`src/rtl/rpn_stack_calc.sv`:
```
// Pushbutton-driven RPN stack calculator: debounced-edge key presses select
// stack and ALU operations from one of four banks chosen by mode.
module rpn_stack_calc #(
  parameter int W     = 16,
  parameter int DEPTH = 8,
  parameter int CW    = 8
) (
  input  logic                           clk2,
  input  logic                           rst,
  input  logic [1:0]                     mode,
  input  logic [3:0]                     key,
  input  logic [W-1:0]                   val,
  output logic [W-1:0]                   top,
  output logic [W-1:0]                   next,
  output logic [CW-1:0]                  counter,
  output logic [$clog2(DEPTH+1)-1:0]     depth,
  output logic                           ovf,
  output logic                           unf
);

  localparam int DW = $clog2(DEPTH+1);
  localparam logic [DW-1:0] FULL = DW'(DEPTH);

  logic [3:0]          key_s_q, key_s_d, key_p_q, key_p_d;
  logic [3:0]          press;
  logic [1:0]          sel;
  logic signed [W-1:0] stk_q [DEPTH];
  logic signed [W-1:0] stk_d [DEPTH];
  logic signed [W-1:0] pushed [DEPTH];
  logic signed [W-1:0] popped [DEPTH];
  logic [DW-1:0]       depth_q, depth_d;
  logic [CW-1:0]       counter_q, counter_d;
  logic                ovf_q, ovf_d, unf_q, unf_d;
  logic                accept;

  function automatic logic signed [W-1:0] alu_bin(input logic [1:0] m, input logic [1:0] k,
                                                  input logic signed [W-1:0] nx,
                                                  input logic signed [W-1:0] tp);
    logic signed [W-1:0] r;
    r = '0;
    case ({m, k})
      4'b0100: r = nx + tp;
      4'b0101: r = nx - tp;
      4'b0110: r = nx * tp;
      4'b1000: r = nx & tp;
      4'b1001: r = nx | tp;
      4'b1010: r = nx ^ tp;
      default: r = '0;
    endcase
    return r;
  endfunction

  function automatic logic signed [W-1:0] alu_un(input logic [1:0] m, input logic signed [W-1:0] tp);
    return (m == 2'b01) ? -tp : ~tp;
  endfunction

  // Shifted stack images; slots at or beyond depth are always zero
  always_comb begin
    pushed[0] = '0;
    for (int i = 1; i < DEPTH; i++) pushed[i] = stk_q[i-1];
    for (int i = 0; i < DEPTH-1; i++) popped[i] = stk_q[i+1];
    popped[DEPTH-1] = '0;
  end

  always_comb begin
    press = key_p_q & ~key_s_q;
    if (press[0])      sel = 2'd0;
    else if (press[1]) sel = 2'd1;
    else if (press[2]) sel = 2'd2;
    else               sel = 2'd3;
  end

  always_comb begin
    key_s_d   = key;
    key_p_d   = key_s_q;
    stk_d     = stk_q;
    depth_d   = depth_q;
    counter_d = counter_q;
    ovf_d     = ovf_q;
    unf_d     = unf_q;
    accept    = 1'b0;
    if (|press) begin
      case ({mode, sel})
        4'b0000, 4'b0010, 4'b1101: begin
          // push / dup / over share the push path, differing only in source
          if ((sel == 2'd2 && depth_q == '0) || (sel == 2'd1 && depth_q < DW'(2))) begin
            unf_d = 1'b1;
          end else if (depth_q == FULL) begin
            ovf_d = 1'b1;
          end else begin
            stk_d = pushed;
            if (sel == 2'd0)      stk_d[0] = val;
            else if (sel == 2'd2) stk_d[0] = stk_q[0];
            else                  stk_d[0] = stk_q[1];
            depth_d = depth_q + DW'(1);
            accept  = 1'b1;
          end
        end
        4'b0001: begin
          if (depth_q == '0) unf_d = 1'b1;
          else begin
            stk_d   = popped;
            depth_d = depth_q - DW'(1);
            accept  = 1'b1;
          end
        end
        4'b0011: begin
          for (int i = 0; i < DEPTH; i++) stk_d[i] = '0;
          depth_d = '0;
          ovf_d   = 1'b0;
          unf_d   = 1'b0;
          accept  = 1'b1;
        end
        4'b0100, 4'b0101, 4'b0110, 4'b1000, 4'b1001, 4'b1010: begin
          if (depth_q < DW'(2)) unf_d = 1'b1;
          else begin
            stk_d    = popped;
            stk_d[0] = alu_bin(mode, sel, stk_q[1], stk_q[0]);
            depth_d  = depth_q - DW'(1);
            accept   = 1'b1;
          end
        end
        4'b0111, 4'b1011: begin
          if (depth_q == '0) unf_d = 1'b1;
          else begin
            stk_d[0] = alu_un(mode, stk_q[0]);
            accept   = 1'b1;
          end
        end
        4'b1100: begin
          if (depth_q < DW'(2)) unf_d = 1'b1;
          else begin
            stk_d[0] = stk_q[1];
            stk_d[1] = stk_q[0];
            accept   = 1'b1;
          end
        end
        default: accept = 1'b0;
      endcase
    end
    if (accept) counter_d = counter_q + CW'(1);
  end

  always_ff @(posedge clk2) begin
    if (!rst) begin
      key_s_q   <= 4'hF;
      key_p_q   <= 4'hF;
      stk_q     <= '{default: '0};
      depth_q   <= '0;
      counter_q <= '0;
      ovf_q     <= 1'b0;
      unf_q     <= 1'b0;
    end else begin
      key_s_q   <= key_s_d;
      key_p_q   <= key_p_d;
      stk_q     <= stk_d;
      depth_q   <= depth_d;
      counter_q <= counter_d;
      ovf_q     <= ovf_d;
      unf_q     <= unf_d;
    end
  end

  assign top     = stk_q[0];
  assign next    = stk_q[1];
  assign depth   = depth_q;
  assign counter = counter_q;
  assign ovf     = ovf_q;
  assign unf     = unf_q;

endmodule

```
`config.mk`:
```
export PLATFORM = sky130hd
export DESIGN_NAME = rpn_stack_calc
export DESIGN_NICKNAME = d
export VERILOG_FILES = /design/src/rtl/rpn_stack_calc.sv
export SDC_FILE = /design/constraint.sdc
export NUM_CORES = 1
export LEC_CHECK = 0
export BUFFER_PORTS_ARGS = -buffer_cell sky130_fd_sc_hd__buf_2
export CORE_ASPECT_RATIO = 1.25
export CORE_UTILIZATION = 43
export CTS_CLUSTER_DIAMETER = 200
export DETAILED_ROUTE_END_ITERATION = 8
export SYNTH_ARGS = -nofsm -noshare
export SYNTH_HDL_FRONTEND = slang
export SYNTH_SLANG_ARGS = --single-unit
```
`constraint.sdc`:
```
create_clock -name clk2 -period 5.07 [get_ports clk2]
set_input_delay 0.2535 -clock clk2 [delete_from_list [all_inputs] [get_ports clk2]]
set_output_delay 0.2535 -clock clk2 [all_outputs]
set_load 0.1 [all_outputs]
```
==> metrics.csv <==
metric;value;unit
Syn Nets;1918;
Max clock buf depth;2;
status;finished, violations left;
Final Util;0.5236;
fin cells;2223;
worst skew pair latency;0.45;ns
# IOs;70;
cell taking the most area after synthesis;dfxtp_1;
Final setup viols;3;
Switch Pwr;2646;uW
die area;31650;sq um
Root Buffer;clkbuf_16;
sequential share of the synthesized area;0.2258;
RSZ-0062 raised after global routing;yes;
Core Area;30290;sq um
H-tree Lvls;4;
hold_ws;0.2328;ns
Post-Syn Instances;1701;
final hold viol count;0;
number of buffers created by CTS;17;
Post-synth ARST share;0;
area fraction of the dominant cell type after synthesis;0.2258;
n_diodes;0;
fraction of layout cells with a size suffix above 1;0.2003;
initial antenna violation count;0;
Synth Flop Type;dfxtp_1;
DRC;0;
DRT antenna net count;0;
Yosys reg bits;150;
Internal Pwr Total;3229;uW
Sw Ratio;0.4504;
failing checks;setup timing;
CTS tree;built;
hold crit path type;input pin to flip-flop;
placed insts;2177;
leakage;0.006665;uW
Worst VDD drop;0.0002295;V
first-pass GRT wire length;70230;microns
Max Transition Viols Final;0;
IO Port Bufs;69;
Mapped Avg Cell Area;7.820;sq um
DP Wirelength;33670;microns
CP Capture Type;flip-flop;
Vias;12853;
Final Net Count;2028;
vias in the first global route;12116;
PD cells;370.4;nW/um^2
Ys Warns;0;
fin crit share;1.010;
Total GRT Usage;0.2916;
starting density of the core;0.4391;
Placer Congestion;0.9735;
Worst-Margin Slew;1.136;ns
Max Cap Violations;0;
Syn-to-layout area delta;19.25;%
routed len/inst;20.61;microns
grt ovf;0;
initial DRC count;1054;
Mapped Area;13300;sq um
clock network power share;0.220;
Comb pwr share;0.521;
Critical Path Fanout Max;4;
CTS Sinks;150;
Post-synth EDFFs;0;
Die H;198.6;microns
row count;71;
Startpoint Class;flip-flop;
Synth area leaders;dfxtp_1, fa_1, ha_1;
die width;159.3;microns
WS Path Type;flip-flop to flip-flop;
sequential power share;0.259;
Power Total;5876;uW
Detailed Route WL;45820;microns
Clock Skew;0.02341;ns
Final min period;5.122;ns
Avg Vias per Cell;5.782;
distinct cell type count after synthesis;69;
PnR worst setup slack;-0.05247;ns
Relative slew margins;0.2427;
f_max;195.2;MHz
Worst-path clk slew;0.07;ns
WP data required;5.40;ns
largest net degree at the start of global routing;118;
critical path data arrival time;5.45;ns
drt pass-1 iters;5;
-- cell usage in the layout, fill, tap and decap left out, drive strengths merged, types with 17 or more instances in the layout --
cell type	Yosys	final
a211oi	26	26
fa	81	81
o31ai	21	21
ha	112	112
dfxtp	150	150
nand2	234	234
a21oi	60	60
xnor2	68	68
nor2	210	210
o21ai	34	34
nor3	19	19
a311oi	69	69
o311ai	17	17
nand2b	18	18
buf	57	225
clkbuf	81	21
nand3	95	95
inv	158	159
-- worst max-delay path: stages, from the launching register on --
cell,delay [ns]
dfxtp_4,0.36
clkinvlp_4,0.09
buf_6,0.11
nor2_1,0.05
fa_1,0.48
inv_1,0.06
fa_1,0.53
inv_1,0.05
fa_1,0.53
fa_1,0.44
fa_1,0.54
inv_2,0.04
fa_1,0.51
inv_2,0.05
ha_4,0.22
nand3_4,0.08
a21oi_4,0.05
buf_4,0.14
o311a_4,0.33
nor3_2,0.16
nand3b_1,0.12
a21oi_1,0.06
-- power by group through the flow --
stage / clock network, uW / logic [uW] / registers (uW)
detailed placement: 0 / 2880 / 1530
finish: 1290 / 3060 / 1520
floorplan: 0 / 1850 / 1690
CTS: 1310 / 3010 / 1510
global placement: 0 / 2860 / 1520
global route: 1360 / 3310 / 1540
-- flip-flops by register name, indices dropped and copies added, names as in the netlist --
register / count
key_p_q: 4
depth: 4
top: 16
popped: 96
counter: 8
key_p_d: 4
next: 16
unf: 1
ovf: 1
-- cell usage after synthesis (3+ instances only) --
cell,n
or3_1,4
a311oi_1,68
nand2b_1,18
dfxtp_1,150
a22o_1,3
a2111oi_0,3
clkbuf_1,81
clkinv_1,10
o311ai_0,17
fa_1,81
a21oi_1,60
o22ai_1,4
o21a_1,9
nor2b_1,10
xor2_1,14
nand3_1,95
nor4_1,8
o211ai_1,12
and2_1,6
ha_1,112
o2111ai_1,10
a22oi_1,9
nand4_1,5
nor3_1,18
buf_2,31
o21ai_0,33
a21o_1,10
nor2_1,210
or4_1,3
buf_1,4
nand2_1,234
xnor2_1,68
o31ai_1,20
nand4b_1,3
a31oi_1,8
o211a_1,16
buf_4,20
mux2i_1,4
a211oi_1,26
a221oi_1,11
inv_1,156
-- kinds of logic after synthesis --
logic type,share of synthesized area
AND/OR/NAND/NOR,0.2029
AO/OA/AOI/OAI,0.1894
buffers and inverters,0.09604
adder cells (fa/ha/maj),0.2273
flip-flops,0.2258
XOR/XNOR,0.05569
multiplexers,0.003010
-- area by class of cell --
cell class / instances / area (sq um)
multi-input combinational: 1245 / 9414
inverter: 168 / 649.4
clock buffer: 21 / 493.0
tap: 401 / 501.7
fill: 2934 / 14430
timing repair buffer: 229 / 1649
sequential: 150 / 3064
clock inverter: 9 / 90.09
-- metrics by stage --
step	TNS [ns]	worst slack, ns	cell area (sq um)
2_1_floorplan	-0.2637	-0.1303	13480
3_3_place_gp	-1.532	-0.3403	14780
3_5_place_dp	-1.433	-0.3173	14780
4_1_cts	-0.06280	-0.04352	15750
5_1_grt	-1.033	-0.2318	15860
6_report	-0.09250	-0.05247	15860
-- worst paths after layout --
path	start	endpoint	slack (ns)	cells past startpoint
worst max register to register	top[5]	top[15]	-0.05	21
worst max-delay path	top[5]	top[15]	-0.05	21
worst min-delay path	val[8]	top[8]	0.23	5
worst min register to register	key_p_d[3]	key_p_q[3]	0.42	2
-- layer usage --
| layer | part of all wire | vias up | global-route usage |
|---|---|---|---|
| met5 | 0 | - | 0 |
| met4 | 0.063 | 0 | 0.1852 |
| met3 | 0.063 | 144 | 0.04379 |
| met2 | 0.47 | 502 | 0.4779 |
| met1 | 0.41 | 6170 | 0.3603 |
| li1 | - | 6037 | - |
-- repair_timing --
action	in CTS	in global routing
endpoints found under the hold margin	4	0
buffers inserted	9	5
hold buffers	4	0
endpoints found under the setup margin	6	7
gates resized for setup	67	30
pin swaps	42	23
No activity file was read; power rests on OpenSTA's default activity.
